==> src/rtl/ysyx_24120013_exu_ctrl_if.sv <==
// Sequencer-side bundle: instruction fetch channel, IDU/EXU controls, RF write port and status.
interface ysyx_24120013_exu_ctrl_if #(
  parameter int ADDR_WIDTH = 5,
  parameter int DATA_WIDTH = 32
);
  logic                  ifu_req_valid;
  logic                  ifu_req_ready;
  logic [DATA_WIDTH-1:0] ifu_req_addr;
  logic                  ifu_rsp_valid;
  logic [31:0]           ifu_rsp_data;
  logic                  ifu_rsp_err;
  logic [31:0]           inst;
  logic [DATA_WIDTH-1:0] pc;
  logic                  dec_illegal;
  logic                  dec_ebreak;
  logic                  dec_jump;
  logic [DATA_WIDTH-1:0] dec_jump_target;
  logic                  exu_wen;
  logic [ADDR_WIDTH-1:0] exu_waddr;
  logic [DATA_WIDTH-1:0] exu_wdata;
  logic                  rf_wen;
  logic [ADDR_WIDTH-1:0] rf_waddr;
  logic [DATA_WIDTH-1:0] rf_wdata;
  logic                  halt;
  logic [1:0]            trap_cause;
  logic [DATA_WIDTH-1:0] cycle_cnt;
  logic [DATA_WIDTH-1:0] inst_cnt;

  modport master (
    output ifu_req_valid, ifu_req_addr, inst, pc,
    output rf_wen, rf_waddr, rf_wdata, halt, trap_cause, cycle_cnt, inst_cnt,
    input  ifu_req_ready, ifu_rsp_valid, ifu_rsp_data, ifu_rsp_err,
    input  dec_illegal, dec_ebreak, dec_jump, dec_jump_target,
    input  exu_wen, exu_waddr, exu_wdata
  );

  modport slave (
    input  ifu_req_valid, ifu_req_addr, inst, pc,
    input  rf_wen, rf_waddr, rf_wdata, halt, trap_cause, cycle_cnt, inst_cnt,
    output ifu_req_ready, ifu_rsp_valid, ifu_rsp_data, ifu_rsp_err,
    output dec_illegal, dec_ebreak, dec_jump, dec_jump_target,
    output exu_wen, exu_waddr, exu_wdata
  );
endinterface

==> src/rtl/ysyx_24120013_exu_ctrl.sv <==
// Multi-cycle sequencer owning PC/IR: FETCH_REQ -> FETCH_WAIT -> EXEC -> WB, at least 4 cycles per instruction.
// Request held until ready; response awaited up to FETCH_TIMEOUT cycles; any halt is sticky until reset.
module ysyx_24120013_exu_ctrl #(
  parameter int                    ADDR_WIDTH    = 5,
  parameter int                    DATA_WIDTH    = 32,
  parameter logic [DATA_WIDTH-1:0] RESET_PC      = 32'h8000_0000,
  parameter int                    FETCH_TIMEOUT = 255
) (
  input  logic                      clk,
  input  logic                      rst,
  ysyx_24120013_exu_ctrl_if.master  bus
);

  typedef enum logic [2:0] {
    ST_IDLE       = 3'd0,
    ST_FETCH_REQ  = 3'd1,
    ST_FETCH_WAIT = 3'd2,
    ST_EXEC       = 3'd3,
    ST_WB         = 3'd4,
    ST_HALT       = 3'd5
  } state_e;

  localparam logic [31:0] NOP_INST     = 32'h0000_0013;
  localparam logic [1:0]  TRAP_NONE    = 2'b00;
  localparam logic [1:0]  TRAP_EBREAK  = 2'b01;
  localparam logic [1:0]  TRAP_ILLEGAL = 2'b10;
  localparam logic [1:0]  TRAP_FETCH   = 2'b11;
  localparam logic [7:0]  TMO_LAST     = 8'(FETCH_TIMEOUT - 1);

  state_e                state_q, state_d;
  logic [DATA_WIDTH-1:0] pc_q, pc_d;
  logic [31:0]           inst_q, inst_d;
  logic [1:0]            trap_q, trap_d;
  logic [7:0]            tmo_q, tmo_d;
  logic [DATA_WIDTH-1:0] cycle_q, cycle_d;
  logic [DATA_WIDTH-1:0] icnt_q, icnt_d;
  logic                  req_vld;
  logic                  rf_we;
  logic                  active;
  logic                  retire;
  logic [DATA_WIDTH-1:0] jump_pc;

  // Redirect targets are forced word-aligned.
  assign jump_pc = bus.dec_jump_target & ~DATA_WIDTH'(3);

  always_comb begin
    state_d = state_q;
    pc_d    = pc_q;
    inst_d  = inst_q;
    trap_d  = trap_q;
    tmo_d   = tmo_q;
    req_vld = 1'b0;
    rf_we   = 1'b0;
    active  = 1'b0;
    retire  = 1'b0;
    unique case (state_q)
      ST_IDLE: begin
        state_d = ST_FETCH_REQ;
      end
      ST_FETCH_REQ: begin
        req_vld = 1'b1;
        active  = 1'b1;
        if (bus.ifu_req_ready) begin
          state_d = ST_FETCH_WAIT;
          tmo_d   = '0;
        end
      end
      ST_FETCH_WAIT: begin
        active = 1'b1;
        // A response in the final timeout cycle still wins over the timeout.
        if (bus.ifu_rsp_valid) begin
          if (bus.ifu_rsp_err) begin
            state_d = ST_HALT;
            trap_d  = TRAP_FETCH;
          end else begin
            inst_d  = bus.ifu_rsp_data;
            state_d = ST_EXEC;
          end
        end else if (tmo_q == TMO_LAST) begin
          state_d = ST_HALT;
          trap_d  = TRAP_FETCH;
        end else begin
          tmo_d = tmo_q + 8'd1;
        end
      end
      ST_EXEC: begin
        active = 1'b1;
        if (bus.dec_illegal) begin
          state_d = ST_HALT;
          trap_d  = TRAP_ILLEGAL;
        end else begin
          state_d = ST_WB;
        end
      end
      ST_WB: begin
        active = 1'b1;
        retire = 1'b1;
        if (bus.dec_ebreak) begin
          state_d = ST_HALT;
          trap_d  = TRAP_EBREAK;
        end else begin
          rf_we   = bus.exu_wen && (bus.exu_waddr != '0);
          pc_d    = bus.dec_jump ? jump_pc : pc_q + DATA_WIDTH'(4);
          state_d = ST_FETCH_REQ;
        end
      end
      ST_HALT: begin
        state_d = ST_HALT;
      end
      default: begin
        state_d = ST_IDLE;
      end
    endcase
  end

  assign cycle_d = cycle_q + DATA_WIDTH'(active);
  assign icnt_d  = icnt_q + DATA_WIDTH'(retire);

  always_ff @(posedge clk or negedge rst) begin
    if (!rst) begin
      state_q <= ST_IDLE;
      pc_q    <= RESET_PC;
      inst_q  <= NOP_INST;
      trap_q  <= TRAP_NONE;
      tmo_q   <= '0;
      cycle_q <= '0;
      icnt_q  <= '0;
    end else begin
      state_q <= state_d;
      pc_q    <= pc_d;
      inst_q  <= inst_d;
      trap_q  <= trap_d;
      tmo_q   <= tmo_d;
      cycle_q <= cycle_d;
      icnt_q  <= icnt_d;
    end
  end

  assign bus.ifu_req_valid = req_vld;
  assign bus.ifu_req_addr  = pc_q;
  assign bus.inst          = inst_q;
  assign bus.pc            = pc_q;
  assign bus.rf_wen        = rf_we;
  assign bus.rf_waddr      = bus.exu_waddr;
  assign bus.rf_wdata      = bus.exu_wdata;
  assign bus.halt          = (state_q == ST_HALT);
  assign bus.trap_cause    = trap_q;
  assign bus.cycle_cnt     = cycle_q;
  assign bus.inst_cnt      = icnt_q;

endmodule
==> src/flat_wrapper.sv <==
// flat-port wrapper written by rule: the top's interface ports become plain ports
module ysyx_24120013_exu_ctrl_flat 
#(
  parameter int                    ADDR_WIDTH    = 5,
  parameter int                    DATA_WIDTH    = 32,
  parameter logic [DATA_WIDTH-1:0] RESET_PC      = 32'h8000_0000,
  parameter int                    FETCH_TIMEOUT = 255
)
  (clk, rst, bus_ifu_req_valid, bus_ifu_req_addr, bus_inst, bus_pc, bus_rf_wen, bus_rf_waddr, bus_rf_wdata, bus_halt, bus_trap_cause, bus_cycle_cnt, bus_inst_cnt, bus_ifu_req_ready, bus_ifu_rsp_valid, bus_ifu_rsp_data, bus_ifu_rsp_err, bus_dec_illegal, bus_dec_ebreak, bus_dec_jump, bus_dec_jump_target, bus_exu_wen, bus_exu_waddr, bus_exu_wdata);
  ysyx_24120013_exu_ctrl_if #(.ADDR_WIDTH(ADDR_WIDTH), .DATA_WIDTH(DATA_WIDTH)) bus_i ();
  input  logic clk;
  input  logic rst;
  output wire logic [$bits(bus_i.ifu_req_valid)-1:0] bus_ifu_req_valid;
  output wire logic [$bits(bus_i.ifu_req_addr)-1:0] bus_ifu_req_addr;
  output wire logic [$bits(bus_i.inst)-1:0] bus_inst;
  output wire logic [$bits(bus_i.pc)-1:0] bus_pc;
  output wire logic [$bits(bus_i.rf_wen)-1:0] bus_rf_wen;
  output wire logic [$bits(bus_i.rf_waddr)-1:0] bus_rf_waddr;
  output wire logic [$bits(bus_i.rf_wdata)-1:0] bus_rf_wdata;
  output wire logic [$bits(bus_i.halt)-1:0] bus_halt;
  output wire logic [$bits(bus_i.trap_cause)-1:0] bus_trap_cause;
  output wire logic [$bits(bus_i.cycle_cnt)-1:0] bus_cycle_cnt;
  output wire logic [$bits(bus_i.inst_cnt)-1:0] bus_inst_cnt;
  input wire logic [$bits(bus_i.ifu_req_ready)-1:0] bus_ifu_req_ready;
  input wire logic [$bits(bus_i.ifu_rsp_valid)-1:0] bus_ifu_rsp_valid;
  input wire logic [$bits(bus_i.ifu_rsp_data)-1:0] bus_ifu_rsp_data;
  input wire logic [$bits(bus_i.ifu_rsp_err)-1:0] bus_ifu_rsp_err;
  input wire logic [$bits(bus_i.dec_illegal)-1:0] bus_dec_illegal;
  input wire logic [$bits(bus_i.dec_ebreak)-1:0] bus_dec_ebreak;
  input wire logic [$bits(bus_i.dec_jump)-1:0] bus_dec_jump;
  input wire logic [$bits(bus_i.dec_jump_target)-1:0] bus_dec_jump_target;
  input wire logic [$bits(bus_i.exu_wen)-1:0] bus_exu_wen;
  input wire logic [$bits(bus_i.exu_waddr)-1:0] bus_exu_waddr;
  input wire logic [$bits(bus_i.exu_wdata)-1:0] bus_exu_wdata;
  assign bus_ifu_req_valid = bus_i.ifu_req_valid;
  assign bus_ifu_req_addr = bus_i.ifu_req_addr;
  assign bus_inst = bus_i.inst;
  assign bus_pc = bus_i.pc;
  assign bus_rf_wen = bus_i.rf_wen;
  assign bus_rf_waddr = bus_i.rf_waddr;
  assign bus_rf_wdata = bus_i.rf_wdata;
  assign bus_halt = bus_i.halt;
  assign bus_trap_cause = bus_i.trap_cause;
  assign bus_cycle_cnt = bus_i.cycle_cnt;
  assign bus_inst_cnt = bus_i.inst_cnt;
  assign bus_i.ifu_req_ready = bus_ifu_req_ready;
  assign bus_i.ifu_rsp_valid = bus_ifu_rsp_valid;
  assign bus_i.ifu_rsp_data = bus_ifu_rsp_data;
  assign bus_i.ifu_rsp_err = bus_ifu_rsp_err;
  assign bus_i.dec_illegal = bus_dec_illegal;
  assign bus_i.dec_ebreak = bus_dec_ebreak;
  assign bus_i.dec_jump = bus_dec_jump;
  assign bus_i.dec_jump_target = bus_dec_jump_target;
  assign bus_i.exu_wen = bus_exu_wen;
  assign bus_i.exu_waddr = bus_exu_waddr;
  assign bus_i.exu_wdata = bus_exu_wdata;
  ysyx_24120013_exu_ctrl #(.ADDR_WIDTH(ADDR_WIDTH), .DATA_WIDTH(DATA_WIDTH), .RESET_PC(RESET_PC), .FETCH_TIMEOUT(FETCH_TIMEOUT)) u_core (.clk(clk), .rst(rst), .bus(bus_i));
endmodule
==> config.mk <==
export PLATFORM = sky130hd
export DESIGN_NAME = ysyx_24120013_exu_ctrl_flat
export DESIGN_NICKNAME = d
export VERILOG_FILES = /design/src/rtl/ysyx_24120013_exu_ctrl_if.sv /design/src/rtl/ysyx_24120013_exu_ctrl.sv /design/src/flat_wrapper.sv
export SDC_FILE = /design/constraint.sdc
export NUM_CORES = 1
export LEC_CHECK = 0
export CORE_MARGIN = 2
export CORE_UTILIZATION = 25
export CTS_CLUSTER_DIAMETER = 50
export DETAILED_ROUTE_END_ITERATION = 6
export GPL_TIMING_DRIVEN = 0
export PLACE_DENSITY_LB_ADDON = 0.05
export SLEW_MARGIN = 40
export SYNTH_ARGS = -nofsm -noshare
export SYNTH_HDL_FRONTEND = slang
export SYNTH_SLANG_ARGS = --single-unit
==> constraint.sdc <==
create_clock -name clk -period 3.1 [get_ports clk]
set_input_delay 0.62 -clock clk [delete_from_list [all_inputs] [get_ports clk]]
set_output_delay 0.62 -clock clk [all_outputs]
set_load 0.02 [all_outputs]
==> impl_metrics.py <==
metrics = {
    "pwr": {
        "combPwrFrac": 0.416,
        "power.total_w": 0.00825,
        "clkPwrFrac": 0.248,
        "powerDensity_mw_per_mm2": 743,
        "switching_share": 0.367,
        "p_seq_frac": 0.336,
        "switchingPower_w": 0.00303,
        "power.internal_w": 0.00523,
        "peakVddDrop_v": 0.000349,
        "power_leakage_nw": 4.66,
    },
    "finish": {
        "fill_cells": 2842,
        "nets": 1116,
        "drive_above_1_share": 0.176,
        "instances_no_fill": 1395,
        "num_antenna_cells": 0,
        "postLayoutCellArea_mm2": 0.0111,
        "syn2layout_area_growth_pct": 53.6,
    },
    "status": {
        "outcome": "finished, final reports clean",
    },
    "logic_synthesis": {
        "async_flop_share": 1.00,
        "synth.area.top_cells": "dfrtp_1 (47%), buf_4 (7.5%), xnor2_1 (5.3%)",
        "avgSynthCellArea_um2": 10.3,
        "ys_seq_area_frac": 0.482,
        "yosys.area.top_type": "dfrtp_1",
        "synth_flop_cell": "dfrtp_1",
        "syn_inst": 701,
        "synth_edf_count": 0,
        "synth.ff_latch_count": 139,
        "yosys_warnings": 0,
        "synth_commonest_cells": "dfrtp_1 (135), buf_4 (72), nand2_1 (52)",
        "synth_area_mm2": 0.00723,
        "yosys.cell_types.count": 60,
        "synth_top_area_share": 0.467,
        "synth.most_common_cell": "dfrtp_1",
    },
    "worst_setup_path": {
        "reg2reg_depth": 10,
        "max_stage_delay_ns": 0.49,
        "endpoint_kind": "primary output",
        "crit_chain": "clkdlybuf4s50_1 -> nor4b_2 -> clkbuf_4 -> buf_4 -> o311a_1 -> dlygate4sd2_1",
        "cp-startpoint": "bus_dec_ebreak",
        "rrSetupSlack_ns": 0.42,
        "crit_fanout": 10,
        "r2r-start": "u_core.state_q[0]",
        "reg2reg_to": "u_core.bus.cycle_cnt[20]",
        "worstPathRequired_ns": 2.48,
        "slowest_stage": "clkdlybuf4s50_1",
        "start_kind": "input port",
        "path_class": "in -> out",
        "worstPathArrival_ns": 2.30,
    },
    "timing": {
        "setup_viol": 0,
        "fmax_mhz": 342,
        "relSlewSlack": 0.555,
        "worst_slack_ns": 0.179,
        "period_minus_slack_ns": 2.92,
        "tightest_slew_ns": 0.662,
        "hold_violations": 0,
        "rsz0062_at_grt": "false",
        "fin_skew_ns": 0.0142,
        "period_share": 0.942,
        "final_max_slew_viol_count": 0,
    },
    "floorplan": {
        "pin_count": 312,
        "rows": 62,
        "die_w_um": 174,
        "core-area_mm2": 0.0286,
        "initial_core_util": 0.253,
        "dieArea_mm2": 0.0303,
        "die_h_um": 174,
    },
    "clock_tree": {
        "cts_root_buffer": "clkbuf_16",
        "clk_latency_ns": 0.42,
        "cts_tree": "built",
        "cts.clk_slew.worst_paths_ns": 0.06,
        "numClockSinks": 139,
        "cts_buffers": 17,
        "cts-htree-levels": 4,
        "ctsHoldBuffers": 0,
        "cts_buffer_depth": 2,
    },
    "placement": {
        "place.gp.congestion": 0.763,
        "place_ws_ns": -0.658,
        "port_buffers": 272,
        "dpl.hpwl_um": 16900,
        "place_area_mm2": 0.0105,
        "dp_cells": 1362,
    },
    "global_route": {
        "grt.overflow.total": 0,
        "grt_usage": 0.150,
        "antenna_found_initial": 0,
        "grt_max_degree": 60,
        "first_global_vias": 6390,
        "grt_pass1_wl_um": 36000,
    },
    "job": {
        "drv_cap": 0,
    },
    "drt": {
        "viasPerCell": 4.46,
        "avgRoutedWirePerCell_um": 16.3,
        "ant_nets": 0,
        "wirelength_um": 22700,
        "drc_errors": 0,
        "drt_iter0_markers": 295,
        "dr.pass1.iters": 4,
        "vias": 6215,
    },
    "min_path": {
        "min_path_type": "in -> async",
    },
}
[area by class of cell]
type | count | area, um^2 | area share
Tap cell | 384 | 480 | 0.0432
Multi-Input combinational cell | 463 | 3100 | 0.279
Timing Repair Buffer | 275 | 2790 | 0.251
Clock buffer | 18 | 439 | 0.0395
Clock inverter | 14 | 145 | 0.0131
Buffer | 95 | 647 | 0.0582
Inverter | 7 | 26.3 | 0.00236
Sequential cell | 139 | 3480 | 0.314
[worst max-delay path by stage]
stage	to	depth (start not counted)	slack, ns
2_1_floorplan	u_core.bus.cycle_cnt[26]	10	0.75
3_3_place_gp	u_core.bus.ifu_req_addr[5]	1	-4.91
3_5_place_dp	bus_rf_wen	6	-0.66
4_1_cts	bus_rf_wen	6	0.14
5_1_grt	bus_rf_wen	6	0.08
6_report	bus_rf_wen	6	0.18
[power by group through the flow]
stage	clock network (W)	logic [W]	registers, W
after detailed placement	0	0.00346	0.00280
after global placement	0	0.00345	0.00281
after global routing	0.00221	0.00368	0.00286
after floorplan	0	0.00134	0.00319
after CTS	0.00213	0.00348	0.00277
final	0.00205	0.00344	0.00277
[sequential cells by signal (all words and copies together) (netlist names)]
name and count:
u_core.bus.cycle_cnt 32, u_core.bus.inst 32, u_core.bus.inst_cnt 32, u_core.bus.ifu_req_addr 30, u_core.tmo_q 8, u_core.state_q 3, u_core.bus.trap_cause 2
[metal layers]
metal / track usage / wire [um] / vias to the layer above
met4: 0.0312 / 179 / 0
met3: 0.0383 / 1290 / 14
li1: - / - / 3013
met5: 0 / 0 / -
met2: 0.246 / 10800 / 212
met1: 0.201 / 10400 / 2976
[timing repair]
item | in CTS | in global routing
endpoints found under the setup margin | 1 | 0
gates resized for setup | 5 | 0
setup buffers | 1 | 0
[cell families after synthesis]
family	Yosys count	share of synthesized area
flops	139	0.482
simple gates	241	0.185
mux	35	0.0540
xor+xnor	61	0.0739
fa+ha+maj	8	0.0138
other cells	1	0.000518
compound gates	114	0.0988
buf+inv	102	0.0922
[cell usage in the layout, fill, tap and decap left out, types with 23 or more instances in the layout]
cell             count
nor2_1              35
mux2_2              32
xnor2_1             44
a21oi_1             29
o21ai_0             41
nand2_1             52
clkdlybuf4s50_1    270
nand3_1             38
nand4_1             23
dfrtp_1            135
buf_4               74
[metrics by stage]
stage          hold slack (ns)   util  TNS, ns
2_1_floorplan            0.324      -        0
3_3_place_gp             0.461  0.365  -673.17
3_5_place_dp             0.463  0.367   -0.658
4_1_cts                 0.0341  0.388        0
5_1_grt                 0.0381  0.388        0
6_report                0.0488  0.388        0
[critical path, delay by kind of cell]
kind                   cells  cell delay (ns)
AO/OA/AOI/OAI              1             0.17
buffers and inverters      4             1.21
AND/OR/NAND/NOR            1             0.28
(Power assumes the default switching activity.)
==> variant, RTL diff (same flow settings) <==
`FETCH_TIMEOUT` is set to 255 in 2 places; all go to 127.
--- a/src/rtl/ysyx_24120013_exu_ctrl.sv
+++ b/src/rtl/ysyx_24120013_exu_ctrl.sv
@@ -6,3 +6,3 @@
   parameter logic [DATA_WIDTH-1:0] RESET_PC      = 32'h8000_0000,
-  parameter int                    FETCH_TIMEOUT = 255
+  parameter int                    FETCH_TIMEOUT = 127
 ) (
--- a/src/flat_wrapper.sv
+++ b/src/flat_wrapper.sv
@@ -6,3 +6,3 @@
   parameter logic [DATA_WIDTH-1:0] RESET_PC      = 32'h8000_0000,
-  parameter int                    FETCH_TIMEOUT = 255
+  parameter int                    FETCH_TIMEOUT = 127
 )
Behaviour: no difference found for any inputs over 4 cycles, from zero or initial values and one cycle with rst low; that may be too few to reach the edited logic, so the function may still have changed.
==> variant against the unedited design <==
Maximum frequency up 0.56%. Setup slack improved by 16 ps. Sequential share of layout area is 0.65 points lower. Clock power down 3%. Routed wire length grew 3.1%. Core utilization shrank 0.33 points. Register-to-register slack lost 20 ps. Sequential cell count unchanged. Total power down 2.4%. Cell area grew 2.1%. Critical endpoint unchanged. Area after synthesis increased by 2.7%. Sequential power decreased by 1%.
==> variant: results (changes against the unedited design) <==
- GRT Util Overall: 0.150 (-0.000772)
- CTS Root Cell: clkbuf_16
- Delay-heaviest family, CP: buffers and inverters
- First-pass DRT Iterations: 4 (unchanged)
- Ys async rst share: 1.00 (unchanged)
- CTS Buf Count: 17 (unchanged)
- Max stage delay on crit path: 400 ps (-90 ps)
- Largest net degree at the start of global routing: 59 (-1.7%)
- Share of post-route cells with drive strength above 1: 0.166 (-0.00988)
- Uppermost routed layer: met4
- Leak: 4.76 nW (+2.2%)
- DRT iter0 DRCs: 292 (-1.0%)
- Final RePlAce weighted congestion: 0.761 (-0.26%)
- WP data arrival: 2280 ps (-20 ps)
- Drt wl/cell: 16.4 um (+0.94%)
- CTS max path bufs: 2 (unchanged)
- Via/cell ratio: 4.57 (+2.6%)
- Residual DRC count: 0 (unchanged)
- Top post-synthesis cells by area: dfrtp_1, buf_4, xnor2_1
- Status: finished, final reports clean
- Port buffer count: 273 (+0.37%)
- Fin Clk Skew: 12.8 ps (-1.39 ps)
- Initial antenna violation count: 0 (unchanged)
- Nets: 1139 (+2.1%)
- Worst ir drop on vdd: 0.401 mV (+15%)
- H-tree lvl count: 4 (unchanged)
- Worst-Skew Late Latency: 430 ps
- Critical path fanouts, max: 10 (unchanged)
- Post-synth cell types: 70 (+17%)
- Critical-path top delay cell: dfrtp_1
- Global-route wire length before repair: 36700 um (+1.9%)
- Fillers: 2999 (+5.5%)
- Ys Warns: 0 (unchanged)
- Number of global-route vias before repair: 6570 (+2.8%)
- Slew @ Worst Pin: 744 ps (+81.1 ps)
- Clock slew at reported path FFs: 70 ps
- Sequential area share after synthesis: 0.469 (-0.0126)
- Routed met2 length: 10400 um (-3.6%)
- Hold Path Class: in2async
- Count leader, synth: dfrtp_1
- Hpwl dp: 17000 um (+0.69%)
- Post-synth top cells: dfrtp_1, buf_4, nand3_1
- Metal3 WL: 2070 um (+60%)
- # diodes: 0 (unchanged)
- Register-to-register setup slack: 400 ps (-20 ps)
- Worst hold slack: 31.5 ps (-17.3 ps)
- WL met1: 10700 um (+2.1%)
[variant: metal layers]
metal,track usage,up-vias
li1,-,3150
met1,0.199,3121
met2,0.230,224
met3,0.0528,18
met4,0.0399,0
met5,0,-
[variant: metrics by stage]
step | setup WS, ps | std cells | setup TNS, ps | utilization
3_3_place_gp | -4970 | 1390 | -680580 | 0.362
6_report | 195 | 1425 | 0 | 0.385
4_1_cts | 148 | 1425 | 0 | 0.385
3_5_place_dp | -985 | 1392 | -1010 | 0.365
5_1_grt | 45.3 | 1425 | 0 | 0.385
2_1_floorplan | 697 | 727 | 0 | -
[variant: kinds of logic (layout without fill, tap and decap cells)]
kind of cell,after synthesis,in the layout,synth area share
AOI/OAI and AO/OA,98,98,0.0873
xor gates and xnor gates,61,61,0.0719
other,1,4,0.000505
and+or+nand+nor,267,267,0.206
adders and majority gates,7,7,0.0118
muxes,38,38,0.0566
DFF,139,139,0.469
buffers and inverters,113,421,0.0969
[variant: report_power, final]
group / internal (mW) / switching, mW
logic: 1.70 / 1.65
registers: 2.25 / 0.474
clock network: 1.06 / 0.923
[variant: worst register-to-register path: stages (launching register included)]
cell      delay [ps]
dfrtp_1          430
clkbuf_2         200
nor2_1           160
xnor2_1          130
ha_1             260
nand4_1          270
or4_1            630
nor4_1           380
xor2_1           170
[variant: worst paths after layout]
| path | startpoint | to | cells after the start |
|---|---|---|---|
| worst max register to register | u_core.state_q[0] | u_core.bus.cycle_cnt[31] | 8 |
| worst min register to register | u_core.bus.cycle_cnt[31] | u_core.bus.cycle_cnt[31] | 1 |
| min in group clk | u_core.bus.cycle_cnt[31] | u_core.bus.cycle_cnt[31] | 1 |
| worst max-delay path | u_core.state_q[1] | bus_rf_wen | 6 |
| worst min-delay path | rst | u_core.bus.ifu_req_addr[13] | 1 |
| max in group asynchronous | rst | u_core.bus.inst[4] | 3 |
[variant: repair_timing]
action                     CTS  global route
resized for setup            7             3
buffers inserted             1             0
pin swaps                    1             0
setup endpoints to repair    1            13
[variant: area by class of cell]
type / count / share of cell area
plain buffers: 99 / 0.0600
multi-input cells: 475 / 0.290
clock buffers: 18 / 0.0378
well taps: 390 / 0.0430
flip-flops and latches: 139 / 0.307
repair buffers: 276 / 0.247
inverters: 14 / 0.00463
clock inverters: 14 / 0.0110
